**src/rtl/if_fetch_unit_pkg.sv**
```systemverilog
// Shared types and constants for the instruction fetch front end.
package if_fetch_unit_pkg;

   // Fetch controller states: no request, request in flight, request in flight but stale
   typedef enum logic [1:0] {
      IDLE  = 2'd0,
      WAIT  = 2'd1,
      DRAIN = 2'd2
   } fetch_state_t;

   localparam logic [31:0] NOP_INSTR        = 32'd0;
   localparam logic [31:0] RESET_PC_DEFAULT = 32'h0000_0000;

   // One queued fetch: the address of the next sequential instruction and the fetched word
   typedef struct packed {
      logic [31:0] pc4;
      logic [31:0] instr;
   } fetch_entry_t;

endpackage

```
**src/rtl/if_fetch_unit_fetch_queue.sv**
```systemverilog
// Small in-order FIFO of fetched instructions; flush empties it and wins over push/pop.
module fetch_queue
   import if_fetch_unit_pkg::*;
#(
   parameter int DEPTH = 2
) (
   input  logic         clk,
   input  logic         rst,
   input  logic         push,
   input  logic         pop,
   input  logic         flush,
   input  fetch_entry_t push_entry,
   output logic         full,
   output logic         empty,
   output fetch_entry_t head
);

   localparam int PTR_W = $clog2(DEPTH);
   localparam logic [PTR_W:0] FULL_COUNT = (PTR_W+1)'(DEPTH);

   logic [PTR_W-1:0] rd_ptr;
   logic [PTR_W-1:0] wr_ptr;
   logic [PTR_W:0]   count;
   fetch_entry_t     mem [DEPTH];
   logic             push_ok;
   logic             pop_ok;

   assign full    = (count == FULL_COUNT);
   assign empty   = (count == '0);
   assign push_ok = push && !full;
   assign pop_ok  = pop && !empty;
   assign head    = mem[rd_ptr];

   // Storage array; a flushed push is dropped, so nothing is written that cycle
   always_ff @(posedge clk) begin
      if (push_ok && !flush) begin
         mem[wr_ptr] <= push_entry;
      end
   end

   // Pointers and occupancy; flush resets occupancy regardless of push/pop
   always_ff @(posedge clk or negedge rst) begin
      if (!rst) begin
         rd_ptr <= '0;
         wr_ptr <= '0;
         count  <= '0;
      end else if (flush) begin
         rd_ptr <= '0;
         wr_ptr <= '0;
         count  <= '0;
      end else begin
         if (push_ok) begin
            wr_ptr <= wr_ptr + 1'b1;
         end
         if (pop_ok) begin
            rd_ptr <= rd_ptr + 1'b1;
         end
         if (push_ok && !pop_ok) begin
            count <= count + 1'b1;
         end else if (pop_ok && !push_ok) begin
            count <= count - 1'b1;
         end
      end
   end

endmodule

```
**src/rtl/if_fetch_unit.sv**
```systemverilog
// Pipeline front end: owns the PC, fetches one word at a time over req/ack and queues it.
module if_fetch_unit
   import if_fetch_unit_pkg::*;
#(
   parameter int          DEPTH    = 2,
   parameter logic [31:0] RESET_PC = RESET_PC_DEFAULT
) (
   input  logic        clk,
   input  logic        rst,
   input  logic        freeze,
   input  logic        branch_taken,
   input  logic [31:0] branch_addr,
   output logic        imem_req,
   output logic [31:0] imem_addr,
   input  logic        imem_ack,
   input  logic [31:0] imem_rdata,
   output logic        valid_out,
   output logic [31:0] pc_out,
   output logic [31:0] instruction_out
);

   fetch_state_t state;
   fetch_state_t state_next;
   logic [31:0]  fetch_pc;
   logic [31:0]  fetch_pc_next;
   logic [31:0]  drain_addr;
   logic         push;
   logic         pop;
   logic         q_full;
   logic         q_empty;
   fetch_entry_t push_entry;
   fetch_entry_t q_head;

   assign push_entry = '{pc4: fetch_pc + 32'd4, instr: imem_rdata};
   assign pop        = !q_empty && !freeze;

   fetch_queue #(.DEPTH(DEPTH)) u_queue (
      .clk        (clk),
      .rst        (rst),
      .push       (push),
      .pop        (pop),
      .flush      (branch_taken),
      .push_entry (push_entry),
      .full       (q_full),
      .empty      (q_empty),
      .head       (q_head)
   );

   // State, PC and the in-flight address kept for a request that became stale
   always_ff @(posedge clk or negedge rst) begin
      if (!rst) begin
         state      <= IDLE;
         fetch_pc   <= RESET_PC;
         drain_addr <= RESET_PC;
      end else begin
         state    <= state_next;
         fetch_pc <= fetch_pc_next;
         if (state == WAIT && branch_taken && !imem_ack) begin
            drain_addr <= fetch_pc;
         end
      end
   end

   // Next-state, PC update and request handshake; a redirect always discards the current fetch
   always_comb begin
      state_next    = state;
      fetch_pc_next = fetch_pc;
      push          = 1'b0;
      imem_req      = 1'b0;
      imem_addr     = fetch_pc;
      case (state)
         IDLE: begin
            if (branch_taken) begin
               fetch_pc_next = branch_addr;
            end else if (!q_full) begin
               state_next = WAIT;
            end
         end
         WAIT: begin
            imem_req = 1'b1;
            if (branch_taken) begin
               fetch_pc_next = branch_addr;
               state_next    = imem_ack ? IDLE : DRAIN;
            end else if (imem_ack) begin
               push          = 1'b1;
               fetch_pc_next = fetch_pc + 32'd4;
               state_next    = IDLE;
            end
         end
         DRAIN: begin
            imem_req  = 1'b1;
            imem_addr = drain_addr;
            if (branch_taken) begin
               fetch_pc_next = branch_addr;
            end
            if (imem_ack) begin
               state_next = IDLE;
            end
         end
         default: begin
            state_next = IDLE;
         end
      endcase
   end

   assign valid_out       = !q_empty;
   assign pc_out          = q_empty ? 32'd0 : q_head.pc4;
   assign instruction_out = q_empty ? NOP_INSTR : q_head.instr;

endmodule
```
**config.mk**
```make
export PLATFORM = sky130hd
export DESIGN_NAME = if_fetch_unit
export DESIGN_NICKNAME = d
export VERILOG_FILES = /design/src/rtl/if_fetch_unit_pkg.sv /design/src/rtl/if_fetch_unit_fetch_queue.sv /design/src/rtl/if_fetch_unit.sv
export SDC_FILE = /design/constraint.sdc
export NUM_CORES = 1
export LEC_CHECK = 0
export BUFFER_PORTS_ARGS = -buffer_cell sky130_fd_sc_hd__buf_2
export CAP_MARGIN = 15
export CELL_PAD_IN_SITES_DETAIL_PLACEMENT = 0
export CELL_PAD_IN_SITES_GLOBAL_PLACEMENT = 2
export CORE_AREA = 2 2 226 117
export CTS_BUF_LIST = sky130_fd_sc_hd__clkbuf_8 sky130_fd_sc_hd__clkbuf_16
export CTS_CLUSTER_DIAMETER = 150
export DETAILED_ROUTE_END_ITERATION = 10
export DIE_AREA = 0 0 228 119
export GPL_ROUTABILITY_DRIVEN = 0
export PLACE_DENSITY_LB_ADDON = 0.1
export SKIP_CTS_REPAIR_TIMING = 1
export SYNTH_ARGS = -nofsm -noshare
export SYNTH_HDL_FRONTEND = slang
export SYNTH_SLANG_ARGS = --single-unit
```
**constraint.sdc**
```tcl
create_clock -name clk -period 11.1 [get_ports clk]
set_clock_uncertainty 0.15 [all_clocks]
set_input_delay 0.555 -clock clk [delete_from_list [all_inputs] [get_ports clk]]
set_output_delay 0.555 -clock clk [all_outputs]
set_load 0.05 [all_outputs]
```
# == Yosys cells after proc, flatten, opt, wreduce, memory -nomap -nowiden ==
# Memories as Yosys holds them, arrays and structs flattened.
# Index checks and enable logic that the tools add are counted.
# totals
register_bits,70
latchBits,0
ramBits,128
rom_bits,0
in_bits,69
output_inout_bits,98
memories,1
# mem_list
memory,words,width,read_ports,rd_ports_with_merged_regs,wr,line,rtl
u_queue.mem,2,64,1,0,1,if_fetch_unit_fetch_queue.sv:24,fetch_entry_t mem [DEPTH];
# op_classes
n_addsub,5
mul,0
div,0
magnitude_cmp,0
eq_ne,7
shifts,0
muxes,26
n_bitwise,0
reduce_logical,25
# op_table
op,count
32-bit 2-to-1 mux,6
32-bit one-hot mux with 2 select lines,1
"32-bit by 3-bit adder with 32-bit output, second input constant",1
2-bit 2-to-1 mux,8
1-bit 2-to-1 mux,10
1-bit logical AND,8
1-bit zero test,7
2-bit one-hot mux with 3 select lines,1
2-bit nonzero test,3
"2-bit == test, second input constant",2
2-bit zero test,2
"2-bit inequality test, second input constant",2
2-bit OR reduction,2
"3-bit inequality test, second input constant",1
3-bit AND reduction,1
3-bit nonzero test,1
"1-bit adder, second input constant",2
"2-bit by 1-bit adder with 2-bit output, second input constant",1
"2-bit by 1-bit == test with 1-bit output, second input constant",1
"2-bit by 1-bit inequality test with 1-bit output, second input constant",1
2-bit AND reduction,1
"2-bit by 1-bit subtractor with 2-bit output, second input constant",1

# == Depth between registers and ports, before layout ==
# depth
ltp_word,9
mapped_depth,9

# == By module ==
# From an unflattened synthesis, not the netlist that was laid out.
# hier_totals
hier_cells,739
area_unflattened_um2,9452.8
# modules_own_cells
module,n_inst,cells_per_inst,area_per_inst_um2
fetch_queue,1,224,4818.4
if_fetch_unit,1,515,4634.4

# == Least setup slack after synthesis ==
# No wires, ideal clock.
# synth_timing
path_kind,register to register
start,reg state[1]
end,mem u_queue.mem[1][0] (netlist name) (enable)
arrival_ps,7476
path_slack_ps,2808
path_stages_with_launch,5
n_path_buf,0
path_cell_list,dfrtp_1 -> inv_1 -> ha_1 -> nand2_1 -> nor4b_1
# synth_between
elab_chain_cells,6
# synth_lines
element,line,rtl
from (decl),if_fetch_unit.sv:22,fetch_state_t state;
from (signal assigned),if_fetch_unit.sv:56,state <= state_next;
2-bit by 1-bit == test with 1-bit output,if_fetch_unit.sv:71,case (state)
1-bit 2-to-1 mux,if_fetch_unit.sv:71,
1-bit logical AND,if_fetch_unit_fetch_queue.sv:30,assign push_ok = push && !full;
1-bit logical AND,if_fetch_unit_fetch_queue.sv:36,if (push_ok && !flush) begin
1-bit 2-to-1 mux,if_fetch_unit_fetch_queue.sv:36,
1-bit 2-to-1 mux (not written as such),if_fetch_unit_fetch_queue.sv:37,mem[wr_ptr] <= push_entry;
to (decl),if_fetch_unit_fetch_queue.sv:24,
# Every way passes these cells.

# == Worst setup path in the final report ==
# layout_timing
start,reg state[0]
end,out imem_addr[19]
# layout_between
elab_chain_cells,2
# layout_lines
element,line,rtl
2-bit == test,if_fetch_unit.sv:71,
32-bit 2-to-1 mux,if_fetch_unit.sv:71,
to (decl),if_fetch_unit.sv:14,"output logic [31:0] imem_addr,"
# Every way passes these cells.

==> metrics.md <==
| Metric | Value |
|---|---|
| Status | `finished, final reports clean` |
| CTS tree | `yes` |
| Final-report setup violation count | `0` |
| FF+latch area | `5600 sq um` |
| Max cap viols | `0` |
| Hpwl dp | `between 15 and 20 mm` |
| Slack of the worst reg-to-reg path | `~8 ns` |
| Drt wl/cell | `~20 microns` |
| Crit path required time | `10.40 ns` |
| Clock Latency Late Sink | `0.45 ns` |
| Die height | `119 microns` |
| Synth cell types | `50` |
| Final slew viol count | `0` |
| Worst slew margin | `27.2%` |
| Synthesized flop and latch total | `198` |
| Buffer depth of the longest clock path | `2` |
| Main combinational cell family by area after synthesis | `multiplexers` |
| Post-synth EDFFs | `128` |
| Pre-antenna DRT Iters | `4` |
| Final ANT Viol Nets | `0` |
| DP Area | `10300 sq um` |
| Detailed Route WL | `23.9 mm` |
| Power Dens Cells | `272 nW/um^2` |
| Core ar. | `25500 sq um` |
| FF-to-FF End | `fetch_pc[13]$_DFFE_PN0P_` |
| Synth Area in Simple Gates | `between 10% and 20%` |
| Residual DRC | `0` |
| Compound-cell area share of the yosys netlist | `6.78%` |
| Cell Rows | `42` |
| Metal3 WL | `789 microns` |
| Global Route Usage Sum | `between 15 and 20%` |
| GRT overflow | `0` |
| Clock transition at the registers of the reported paths | `0.07 ns` |
| Synth Area in XOR/XNOR | `2.69%` |
| RSZ-0062 raised after global routing | `false` |
| Crit end category | `primary output` |
| CTS H-tree lvls | `4` |
| Worst R2R Path Depth | `6` |
| Critical Path Sink | `imem_addr[19]` |
| Multiplexer share of the synthesized area | `14.9%` |
| Post-placement cell count | `1185` |
| Finished Layout Cells | `1218` |
| Total CTS buffers | `17` |
| Crit. Startpoint | `state[0]$_DFFE_PN0P_` |
| DR WL met2 | `10.6 mm` |
| Register area share after synthesis | `61.3%` |
| Synthesized area per cell | `between 10 and 15 sq um` |
| Max Clk Rate | `0.300 GHz` |
| Antenna Cells | `0` |
| Overall Power | `2960 uW` |
| Synth Area in Adders | `less than 1%` |
| Endpoints failing hold | `0` |
| CTS root buf | `clkbuf_16` |
| DR top layer | `met4` |
| Starting density of the core | `35.8%` |
| Global-route wire length before repair | `36.6 mm` |
| Leak Pwr | `0.00412 uW` |
| Ports | `~170` |
| Cell area after layout | `10900 sq um` |
| Layout cells sized above 1 | `between 30 and 40%` |
| Fill count | `2461` |
| Largest net degree at the start of global routing | `65` |
| Mapped Cells | `720` |
| Post-synth top flop | `edfxtp_1` |
| Met1 wire length | `12.3 mm` |
| Clock Sinks | `198` |
| Minimum clock period | `3.34 ns` |
| Area delta synth->final | `19.1%` |
| Cell Area, Synth | `9130 sq um` |
| Final nets | `928` |
| Reg2reg start | `state[0]$_DFFE_PN0P_` |
| CP startpoint kind | `flop` |
| Min-Delay Path Class | `in -> reg` |
| DIE WIDTH | `between 200 and 250 microns` |
| Multi-input logic area | `3300 sq um` |
| Synth Warn # | `0` |
| Via count | `around 6100` |
| Setup TNS | `0 ns` |
| Setup CP Type | `reg -> out` |
| Tcrit/Tclk final | `between 30% and 40%` |
| Worst slew pin tran | `1.09 ns` |
| Die area | `27100 sq um` |
| Via density per instance | `5.01` |
| CP Max Fanout | `37` |
| Synth Net Count | `795` |
| Max VDD drop | `between 150 and 200 uV` |
| Initial antenna violation count | `0` |
| Buffers on Ports | `between 150 and 200` |
| Iter 0 DRT Violations | `396` |
| FFs w/ async S/R, synth | `35.4%` |
| Worst Path Arrival | `2.63 ns` |
| Vias in the first global route | `6084` |
==> cells in the final DEF (no fill, tap or decap), types with 9 or more instances in the layout <==
| master | instances |
|---|---|
| a21oi_1 | 28 |
| a2bb2oi_1 | 11 |
| buf_2 | 165 |
| buf_4 | 9 |
| clkbuf_16 | 17 |
| dfrtp_1 | 69 |
| edfxtp_1 | 128 |
| inv_1 | 9 |
| mux2_2 | 64 |
| mux2i_1 | 64 |
| nand2_1 | 37 |
| nand3_1 | 29 |
| nor2_1 | 81 |
| o21ai_0 | 16 |
| o22ai_1 | 14 |
| xnor2_1 | 21 |
==> kinds of logic (layout without fill, tap and decap cells) <==
group,Yosys count,count (layout)
flops,198,198
mux,128,128
compound gates,99,99
buf+inv,67,213
xor+xnor,28,28
simple gates,194,194
fa+ha+maj,6,6
==> through the flow <==
step	utilization [%]	hold WS (ns)	worst slack (ns)
floorplan	-	0.109	2.81
global placement	40.1	0.286	8.12
detailed placement	40.1	0.290	8.00
CTS	42.6	-0.202	7.70
global route	42.6	0.113	7.60
finish	42.6	0.142	7.76
==> worst max-delay path, stage by stage (launching register included) <==
cell,delay [ns]
dfrtp_1,0.45
inv_1,0.14
ha_2,0.93
mux2_2,0.44
buf_2,0.21
==> Yosys cell counts (11+ instances only) <==
master / number / area (sq um)
dfrtp_1: 70 / 1750
a21oi_1: 28 / 140
o22ai_1: 14 / 87.6
a2bb2oi_1: 11 / 96.3
buf_1: 11 / 41.3
o21ai_0: 16 / 80.1
mux2i_1: 64 / 641
mux2_2: 64 / 721
nand2_1: 37 / 139
clkbuf_1: 34 / 128
nor2_1: 83 / 312
buf_2: 15 / 75.1
xnor2_1: 21 / 184
nand3_1: 29 / 145
edfxtp_1: 128 / 3840
==> cell type report <==
type | count | share of cell area [%]
Inverter | 6 | 0.207
Timing Repair Buffer | 175 | 8.30
Clock inverter | 15 | 1.75
Tap cell | 352 | 4.05
Sequential cell | 198 | 51.5
Clock buffer | 17 | 3.91
Multi-Input combinational cell | 455 | 30.3
==> routing by layer <==
metal,GRT usage [%],up-vias
li1,-,2894
met1,26.7,3097
met2,26.4,99
met3,4.19,13
met4,4.13,0
met5,0,-
==> state kept, by name, summed over array words and instances (netlist names) <==
name	count
u_queue.wr_ptr	1
drain_addr	32
u_queue.count	2
u_queue.rd_ptr	1
fetch_pc	32
state	2
u_queue.mem	128
==> report_power, final <==
part           internal [uW]  total [uW]  switching (uW)
Clock                    375         657             282
Combinational            366        1130             764
Sequential               985        1170             185
Total                   1730        2960            1230
==> worst min-delay path by stage <==
stage	end	slack [ns]	depth (start not counted)	start
6_report	u_queue.mem[1][8]$_DFFE_PP_	0.14	1	imem_rdata[8]
4_1_cts	drain_addr[30]$_DFFE_PN0P_	-0.20	1	rst
5_1_grt	u_queue.mem[1][2]$_DFFE_PP_	0.11	1	imem_rdata[2]
3_5_place_dp	drain_addr[18]$_DFFE_PN0P_	0.29	1	rst
2_1_floorplan	drain_addr[0]$_DFFE_PN0P_	0.11	0	rst
3_3_place_gp	drain_addr[18]$_DFFE_PN0P_	0.29	1	rst
Power figures use the tool's default switching activity.
